File: src/rtl/sync_fifo_pkg.sv
// Shared constants and helpers for the level-reporting synchronous FIFO.
package sync_fifo_pkg;

   localparam int DEF_WIDTH = 32;
   localparam int DEF_DEPTH = 32;

   // Pointer width: address bits plus one wrap bit that tells full from empty.
   function automatic int ptr_width(input int depth);
      return $clog2(depth) + 1;
   endfunction

endpackage

File: src/rtl/fifo_ram_2p.sv
// Simple dual-port storage: one write port and one synchronous read port.
// Contents are never reset; the read register holds when re_i is low.
module fifo_ram_2p #(
   parameter int WIDTH = 32,
   parameter int DEPTH = 32,
   parameter int AW    = $clog2(DEPTH)
) (
   input  logic             clk_i,
   input  logic             we_i,
   input  logic [AW-1:0]    waddr_i,
   input  logic [WIDTH-1:0] wdata_i,
   input  logic             re_i,
   input  logic [AW-1:0]    raddr_i,
   output logic [WIDTH-1:0] rdata_o
);

   logic [WIDTH-1:0] mem_q [DEPTH];
   logic [WIDTH-1:0] rdata_q;

   // Write on we_i; read returns the pre-write contents of the addressed word.
   always_ff @(posedge clk_i) begin
      if (we_i) mem_q[waddr_i] <= wdata_i;
      if (re_i) rdata_q <= mem_q[raddr_i];
   end

   assign rdata_o = rdata_q;

endmodule

File: src/rtl/sync_fifo_level.sv
// Synchronous FIFO with fill level, threshold flags and sticky error flags.
//
// Handshake: a write is taken on a rising edge where we=1 and writable=1;
// a read is taken where re=1 and readable=1. Requests made while the matching
// ready signal is low do not touch storage, but they set the sticky
// overflow/underflow flag. flush overrides both requests for that edge.
module sync_fifo_level
   import sync_fifo_pkg::*;
#(
   parameter int WIDTH     = DEF_WIDTH,
   parameter int DEPTH     = DEF_DEPTH,
   parameter int FWFT      = 1,
   parameter int AFULL_TH  = DEPTH - 4,
   parameter int AEMPTY_TH = 4
) (
   input  logic                        sys_clk,
   input  logic                        sys_rst_n,
   input  logic                        we,
   input  logic [WIDTH-1:0]            din,
   output logic                        writable,
   input  logic                        re,
   output logic                        readable,
   output logic [WIDTH-1:0]            dout,
   input  logic                        flush,
   input  logic                        clear_err,
   output logic [ptr_width(DEPTH)-1:0] level,
   output logic                        almost_full,
   output logic                        almost_empty,
   output logic                        overflow,
   output logic                        underflow
);

   localparam int PW = ptr_width(DEPTH);
   localparam int AW = PW - 1;

   logic [PW-1:0]    wr_ptr_q, wr_ptr_d;
   logic [PW-1:0]    rd_ptr_q, rd_ptr_d;
   logic             overflow_q, overflow_d;
   logic             underflow_q, underflow_d;
   logic             full, empty;
   logic             wr_acc, rd_acc;
   logic             ram_re;
   logic [AW-1:0]    ram_raddr;
   logic [WIDTH-1:0] ram_rdata;
   logic [PW-1:0]    level_w;

   // Full: same address, opposite lap. Empty: identical pointers.
   assign full     = (wr_ptr_q[AW-1:0] == rd_ptr_q[AW-1:0]) && (wr_ptr_q[AW] != rd_ptr_q[AW]);
   assign empty    = (wr_ptr_q == rd_ptr_q);
   assign writable = ~full;
   assign readable = ~empty;
   assign wr_acc   = we & ~full & ~flush;
   assign rd_acc   = re & ~empty & ~flush;

   // Pointer advance, with flush returning both pointers to zero.
   always_comb begin
      wr_ptr_d = wr_ptr_q;
      rd_ptr_d = rd_ptr_q;
      if (flush) begin
         wr_ptr_d = '0;
         rd_ptr_d = '0;
      end else begin
         if (wr_acc) wr_ptr_d = wr_ptr_q + PW'(1);
         if (rd_acc) rd_ptr_d = rd_ptr_q + PW'(1);
      end
   end

   // Sticky error flags; a new error in a clearing cycle wins over the clear.
   always_comb begin
      overflow_d  = (overflow_q & ~clear_err) | (we & full);
      underflow_d = (underflow_q & ~clear_err) | (re & empty);
   end

   // Pointer and error-flag registers.
   always_ff @(posedge sys_clk or negedge sys_rst_n) begin
      if (!sys_rst_n) begin
         wr_ptr_q    <= '0;
         rd_ptr_q    <= '0;
         overflow_q  <= 1'b0;
         underflow_q <= 1'b0;
      end else begin
         wr_ptr_q    <= wr_ptr_d;
         rd_ptr_q    <= rd_ptr_d;
         overflow_q  <= overflow_d;
         underflow_q <= underflow_d;
      end
   end

   // Modulo-2*DEPTH difference of the pointers is the occupancy.
   assign level_w      = wr_ptr_q - rd_ptr_q;
   assign level        = level_w;
   assign almost_full  = (level_w >= PW'(AFULL_TH));
   assign almost_empty = (level_w <= PW'(AEMPTY_TH));
   assign overflow     = overflow_q;
   assign underflow    = underflow_q;

   fifo_ram_2p #(
      .WIDTH (WIDTH),
      .DEPTH (DEPTH),
      .AW    (AW)
   ) u_ram (
      .clk_i   (sys_clk),
      .we_i    (wr_acc),
      .waddr_i (wr_ptr_q[AW-1:0]),
      .wdata_i (din),
      .re_i    (ram_re),
      .raddr_i (ram_raddr),
      .rdata_o (ram_rdata)
   );

   if (FWFT != 0) begin : g_fwft
      // The RAM continuously prefetches the next head. When the word being
      // written this edge is that head, the RAM returns stale data, so a
      // one-entry bypass supplies din instead for the following cycle.
      logic             byp_sel_q;
      logic [WIDTH-1:0] byp_data_q;

      assign ram_re    = 1'b1;
      assign ram_raddr = rd_ptr_d[AW-1:0];

      // Capture the written word when it lands on the upcoming head slot.
      always_ff @(posedge sys_clk or negedge sys_rst_n) begin
         if (!sys_rst_n) begin
            byp_sel_q  <= 1'b0;
            byp_data_q <= '0;
         end else begin
            byp_sel_q  <= wr_acc && (wr_ptr_q[AW-1:0] == rd_ptr_d[AW-1:0]);
            byp_data_q <= din;
         end
      end

      assign dout = empty ? '0 : (byp_sel_q ? byp_data_q : ram_rdata);
   end else begin : g_reg
      // Registered read: RAM output only moves on an accepted read. Until the
      // first read after reset the un-reset RAM register is masked to zero.
      logic dout_vld_q;

      assign ram_re    = rd_acc;
      assign ram_raddr = rd_ptr_q[AW-1:0];

      // Remember that the RAM read register holds a real word.
      always_ff @(posedge sys_clk or negedge sys_rst_n) begin
         if (!sys_rst_n) dout_vld_q <= 1'b0;
         else if (rd_acc) dout_vld_q <= 1'b1;
      end

      assign dout = dout_vld_q ? ram_rdata : '0;
   end

endmodule

File: config.mk
export PLATFORM = sky130hd
export DESIGN_NAME = sync_fifo_level
export DESIGN_NICKNAME = d
export VERILOG_FILES = /design/src/rtl/sync_fifo_pkg.sv /design/src/rtl/fifo_ram_2p.sv /design/src/rtl/sync_fifo_level.sv
export SDC_FILE = /design/constraint.sdc
export NUM_CORES = 1
export LEC_CHECK = 0
export ABC_CLOCK_PERIOD_IN_PS = 5050
export CAP_MARGIN = 25
export CORE_ASPECT_RATIO = 1.2
export CORE_UTILIZATION = 40
export DETAILED_ROUTE_END_ITERATION = 12
export MAX_ROUTING_LAYER = met4
export PLACE_DENSITY = 0.63
export SLEW_MARGIN = 10
export SYNTH_ARGS = -nofsm -noshare
export SYNTH_HDL_FRONTEND = slang
export SYNTH_SLANG_ARGS = --single-unit
File: constraint.sdc
create_clock -name sys_clk -period 5.05 [get_ports sys_clk]
set_clock_uncertainty 0.15 [all_clocks]
set_input_delay 1.01 -clock sys_clk [delete_from_list [all_inputs] [get_ports sys_clk]]
set_output_delay 1.01 -clock sys_clk [all_outputs]
set_load 0.005 [all_outputs]
==> results of run 1 <==
## cells by family after synthesis
| logic type | share of synthesized area (%) |
|---|---|
| AOI/OAI and AO/OA | 9.17 |
| DFF | 74.2 |
| adders and majority gates | 0.331 |
| and+or+nand+nor | 8.12 |
| muxes | 5.42 |
| xor gates and xnor gates | 0.433 |
| buffers and inverters | 2.35 |
## path summary, 6_finish.rpt
check	start	slack, ns	endpoint	cells after the start
max	wr_ptr_q[0]$_DFFE_PN0P_	0.19	dout[2]	8
min	sys_rst_n	0.29	g_fwft.byp_data_q[8]$_DFF_PN0_	1
max reg2reg	wr_ptr_q[0]$_DFFE_PN0P_	0.68	u_ram.mem_q[5][1]$_DFFE_PP_	10
min reg2reg	overflow$_DFF_PN0_	0.35	overflow$_DFF_PN0_	1
max in group asynchronous	sys_rst_n	3.44	g_fwft.byp_sel_q$_DFF_PN0_	2
min in group sys_clk	overflow$_DFF_PN0_	0.35	overflow$_DFF_PN0_	1
## cell usage after synthesis (all sizes together) (3+ instances only)
library cell,instances,area [um2]
a211oi,76,571
a21boi,21,158
a21o,3,22.5
a21oi,165,826
a221oi,132,1160
a22oi,4,30.0
a311oi,30,263
a31oi,24,156
a32oi,21,184
and2,5,31.3
and3,62,388
buf,64,407
clkbuf,149,559
dfrtp,47,1180
dfxtp,32,641
edfxtp,1024,30700
ha,10,125
inv,17,66.3
mux2i,190,1910
mux4,21,473
nand2,364,1370
nand2b,4,25.0
nand3,125,626
nand3b,3,22.5
nand4,7,43.8
nor2,84,318
nor3,51,267
nor4,38,369
o21ai,35,186
o221ai,22,199
o22ai,14,87.6
o31ai,3,22.5
or3,3,18.8
or3b,3,26.3
xnor2,14,138
xor2,6,52.6
## power by group
group | leakage, nW | switching (mW) | total (mW) | internal, mW
registers | 10.1 | 0.133 | 10.3 | 10.2
logic | 4.57 | 3.75 | 5.98 | 2.24
clock network | 1.61 | 3.32 | 7.57 | 4.26
## worst max-delay path: cells and delay by family (launching register included)
kind                       cells  cell delay [ns]
DFF                            1             0.44
adders and majority gates      1             0.47
buffers and inverters          3             0.98
and+or+nand+nor                4             1.12
## final cells by class
| type | instances | area (um2) |
|---|---|---|
| multi-input cells | 1562 | 10600 |
| clock buffers | 153 | 3000 |
| clock inverters | 40 | 292 |
| diodes | 1 | 2.50 |
| repair buffers | 249 | 2670 |
| inverters | 17 | 76.3 |
| well taps | 1407 | 1760 |
| flip-flops and latches | 1103 | 32600 |
| fillers | 9205 | 57300 |
## through the flow
| stage | hold slack (ns) | cell area, um2 | setup slack (ns) |
|---|---|---|---|
| 2_1_floorplan | 0.337 | 43900 | 0.791 |
| 3_3_place_gp | 0.326 | 47300 | 0.542 |
| 3_5_place_dp | 0.347 | 47500 | 0.539 |
| 4_1_cts | 0.298 | 50800 | 0.180 |
| 5_1_grt | 0.320 | 51000 | 0.143 |
| 6_report | 0.287 | 51000 | 0.187 |
## state kept, by name, indices dropped and copies added (netlist names)
| name | flops |
|---|---|
| g_fwft.byp_sel_q | 1 |
| g_fwft.byp_data_q | 32 |
| u_ram.rdata_o | 32 |
| overflow | 1 |
| wr_ptr_q | 6 |
| u_ram.mem_q | 1024 |
| underflow | 1 |
| rd_ptr_q | 6 |
## routing by layer
metal	global-route usage (%)	vias to the layer above	share of wire, %
li1	-	11600	-
met1	27.8	13900	39
met2	37.6	1205	50
met3	3.60	235	7.7
met4	7.84	0	3.1
met5	-	-	0
==> results_dict.tcl, run 1 <==
set metrics [dict create \
    path_class "flop to primary output" \
    drv_cap 0 \
    core-area_mm2 0.108 \
    worst_hold_path_type "primary input to async pin" \
    finalSetupTns_ns 0 \
    maxSlewHeadroom_pct 23.5 \
    async_flop_share_pct 4.26 \
    synth_edf_count 1024 \
    final_max_slew_viol_count 0 \
    cellLeakagePower_nw 16.2 \
    crit_slowest_cell "nor2_4" \
    ys_types 69 \
    cp_max_fo 12 \
    layout_common_cells "1024 x edfxtp_1, 363 x nand2_1, 189 x mux2i_1, 165 x a21oi_1, 131 x a221oi_1" \
    dp.final_hpwl_mm 73.9 \
    cts_tree "done" \
    synth_area_mm2 0.0439 \
    grt_pass1_vias 26100 \
    grt_pass1_wl_mm 178 \
    ys_ff_latch 1103 \
    cp.arrival_ns 3.70 \
    grt_max_degree 109 \
    status "finished, final reports clean" \
    finalCritPeriodShare_pct 96.3 \
    max_stage_delay_ns 0.48 \
    clkTransAtPathRegs_ns 0.07 \
    die-area_mm2 0.111 \
    drtIter0Drc 3149 \
    clk_latency_ns 0.67 \
    worstSetupEndpointType "primary output" \
    cts_inserted_buffers 102 \
    gp_congestion 0.855 \
    holdBufCountCts 0 \
    ant_nets 0 \
    hold_viol_final 0 \
    clock-sinks 1103 \
    totalWireLength_mm 124 \
    final_util_pct 47.1 \
    firstDrtPassIters 6 \
    start_kind "flop" \
    die_w_um 304 \
    cts_resized 0 \
    p_per_area_mw_per_mm2 468 \
    worstPathRequired_ns 3.89 \
    yosys_warnings 0 \
    wl_per_cell_um 27.4 \
    vias_per_cell 5.96 \
    drive_above_1_share_pct 13.6 \
    nets 3084 \
    path_cells "inv_1 -> ha_1 -> and3_1 -> nand2_1 -> nor2_4 -> buf_4 -> nor2_1 -> clkdlybuf4s50_1" \
    tightest_slew_ns 1.14 \
    postSynthCellCount 2895 \
    timing.final.crit_period_ns 4.86 \
    rsz0062_at_grt "false" \
    mostFrequentLayoutCell "edfxtp_1" \
    post-route-drc-count 0 \
    antenna_found_initial 2 \
    rows 132 \
    grt_usage_pct 22.5 \
    peakVddDrop_mv 0.335 \
    setup_viol 0 \
    stdcell_count 4532 \
    syn2layout_area_growth_pct 16.2 \
    h-tree-depth 3 \
    syn_nets 2944 \
    syn_area_per_cell_um2 15.2 \
    ios 82 \
    power_mw 23.9 \
    overflow 0 \
    ctsRootBufferMaster "clkbuf_16" \
    dr_total_vias 27000 \
    start_util_pct 40.5 \
    cts_setup_buffers 0 \
    placed_cells 4324 \
    clock_path_buffers 3 \
    die_h_um 365 \
    timing.fmax_ghz 0.206 \
    ys_seq_area_share_pct 74.2 \
    ys.flop_type "edfxtp_1" \
    port_buffers 81 \
]
Power figures use the tool's default switching activity.
==> run 2, diff against run 1 <==
--- a/config.mk
+++ b/config.mk
@@ -5,9 +5,10 @@
 export SDC_FILE = /design/constraint.sdc
 export NUM_CORES = 1
 export LEC_CHECK = 0
-export ABC_CLOCK_PERIOD_IN_PS = 5050
+export ABC_CLOCK_PERIOD_IN_PS = 4600
 export CAP_MARGIN = 25
 export CORE_ASPECT_RATIO = 1.2
+export CORE_MARGIN = 2
 export CORE_UTILIZATION = 40
 export DETAILED_ROUTE_END_ITERATION = 12
 export MAX_ROUTING_LAYER = met4
==> constraint.sdc (replaced) <==
create_clock -name sys_clk -period 4.6 [get_ports sys_clk]
set_clock_uncertainty 0.15 [all_clocks]
set_input_delay 0.92 -clock sys_clk [delete_from_list [all_inputs] [get_ports sys_clk]]
set_output_delay 0.92 -clock sys_clk [all_outputs]
set_load 0.005 [all_outputs]
==> run 2 against run 1 <==
  * Critical path depth is 2 higher
  * Core utilization grew 0.35 points
  * Register-to-register slack improved by 0.04 ns
  * Global-route usage increased by 0.15 points
  * Flip-flop and latch count did not move
  * Sequential power rose by 9.7%
  * Sequential share of layout area fell by 0.95 points
  * Largest power group unchanged
  * Highest routed layer unchanged
==> results_dict.tcl, run 2 (synthesized netlist as in run 1, its figures left out) <==
set metrics [dict create \
    status "finished, final reports clean" \
    max_stage_delay_ns 0.51 \
    syn2layout_area_growth_pct 17.9 \
    grt_max_degree 77 \
    die-area_mm2 0.112 \
    cp_common_cell "buf_4" \
    die_h_um 367 \
    fin_hold_ws_ns 0.356 \
    die_w_um 306 \
    path_buf_inv 5 \
    layout_setup_ws_ns 0.168 \
    setup_viol 0 \
    nets 3135 \
    dp.final_hpwl_mm 74.9 \
    antenna_found_initial 2 \
    totalWireLength_mm 125 \
    clock_path_buffers 3 \
    grt_pass1_wl_mm 181 \
    start_util_pct 40.2 \
    rsz0062_at_grt "false" \
    grt_usage_pct 22.6 \
    drv_cap 0 \
    final_max_slew_viol_count 0 \
    timing.fmax_ghz 0.226 \
    h-tree-depth 3 \
    rows 133 \
    ant_nets 0 \
    finalCritPeriodShare_pct 96.4 \
    clock-sinks 1103 \
    path_delay_family "buffers and inverters" \
    cp_max_fo 9 \
    layout_common_cells "1024 x edfxtp_1, 363 x nand2_1, 189 x mux2i_1, 163 x a21oi_1, 160 x buf_4" \
    overflow 0 \
    drtIter0Drc 2960 \
    worst_hold_path_type "flop to flop" \
    port_buffers 81 \
    gp_congestion 0.827 \
    dpl-instance-area_mm2 0.0480 \
    power_mw 27.1 \
    dr_total_vias 27100 \
    regMostFlops "u_ram.mem_q" \
    p_per_area_mw_per_mm2 523 \
    cts_tree "done" \
    ios 82 \
    peakVddDrop_mv 0.430 \
    r2r_slack_ns 0.72 \
    finalSetupTns_ns 0 \
    vias_per_cell 5.90 \
    crit_slowest_cell "clkdlybuf4s50_1" \
    worstPathRequired_ns 3.53 \
    fin_area_mm2 0.0518 \
    wl_per_cell_um 27.3 \
    mostFrequentLayoutCell "edfxtp_1" \
    path_class "flop to primary output" \
    cts_inserted_buffers 103 \
    maxSlewHeadroom_pct 33.8 \
    clkTransAtPathRegs_ns 0.06 \
    worstSetupEndpointType "primary output" \
    timing.final.crit_period_ns 4.43 \
    cellLeakagePower_nw 16.6 \
    path_cells "buf_6 -> buf_4 -> fa_1 -> inv_1 -> a21o_1 -> a21oi_2 -> xnor2_2 -> a2111oi_2 -> buf_4 -> clkdlybuf4s50_1" \
    tightest_slew_ns 0.990 \
    grt_pass1_vias 26400 \
    drive_above_1_share_pct 15.7 \
    hold_viol_final 0 \
    core-area_mm2 0.109 \
    start_kind "flop" \
    largest_register_ffs 1024 \
    dp_slack_ns 0.207 \
    cp.arrival_ns 3.36 \
    ctsRootBufferMaster "clkbuf_16" \
    clk_latency_ns 0.71 \
    post-route-drc-count 0 \
    firstDrtPassIters 5 \
]
run 2: path summary, 6_finish.rpt:
kind,cells past startpoint,end,start
max,10,almost_empty,rd_ptr_q[1]$_DFF_PN0_
min,1,overflow$_DFF_PN0_,overflow$_DFF_PN0_
max reg2reg,11,u_ram.rdata_o[23]$_DFF_P_,rd_ptr_q[4]$_DFF_PN0_
min reg2reg,1,overflow$_DFF_PN0_,overflow$_DFF_PN0_
max in group asynchronous,3,g_fwft.byp_data_q[3]$_DFF_PN0_,sys_rst_n
min in group asynchronous,2,g_fwft.byp_data_q[16]$_DFF_PN0_,sys_rst_n
run 2: worst register-to-register path: cells and delay by family, from the launching register on:
kind                     cells  cell delay, ns
AND/OR/NAND/NOR              4            1.33
buffers and inverters        3            0.74
AO/OA/AOI/OAI                3            0.71
flip-flops                   1            0.39
adder cells (fa/ha/maj)      1            0.39
run 2: final cells by class:
| class | count | area [um2] |
|---|---|---|
| well taps | 1417 | 1770 |
| clock inverters | 49 | 654 |
| fillers | 9229 | 57400 |
| diodes | 1 | 2.50 |
| flip-flops and latches | 1103 | 32600 |
| clock buffers | 146 | 2910 |
| multi-input cells | 1562 | 10700 |
| inverters | 17 | 76.3 |
| repair buffers | 299 | 3120 |
run 2: per-layer routing:
layer	track usage [%]	wire length [um]
met3	3.60	10300
met2	36.5	60900
met4	9.28	5070
met5	-	0
met1	28.6	49000
run 2: timing repair:
| action | CTS | global route |
|---|---|---|
| hold endpoints to repair | 7 | 0 |
| resized for setup | 5 | 6 |
| setup endpoints to repair | 1 | 24 |
| pin swaps | 1 | 1 |
| hold buffers | 1 | 0 |
| buffers inserted | 1 | 0 |
run 2: through the flow:
stage               instances  util (%)
finish                   4594      47.4
global route             4594      47.4
CTS                      4585      47.3
detailed placement       4388      44.0
global placement         4376      43.8
floorplan                2895         -
run 2: power by group:
group          switching (mW)  internal [mW]
Combinational            4.24           2.65
Clock                    3.79           5.07
Sequential              0.150           11.2
Total                    8.18           18.9
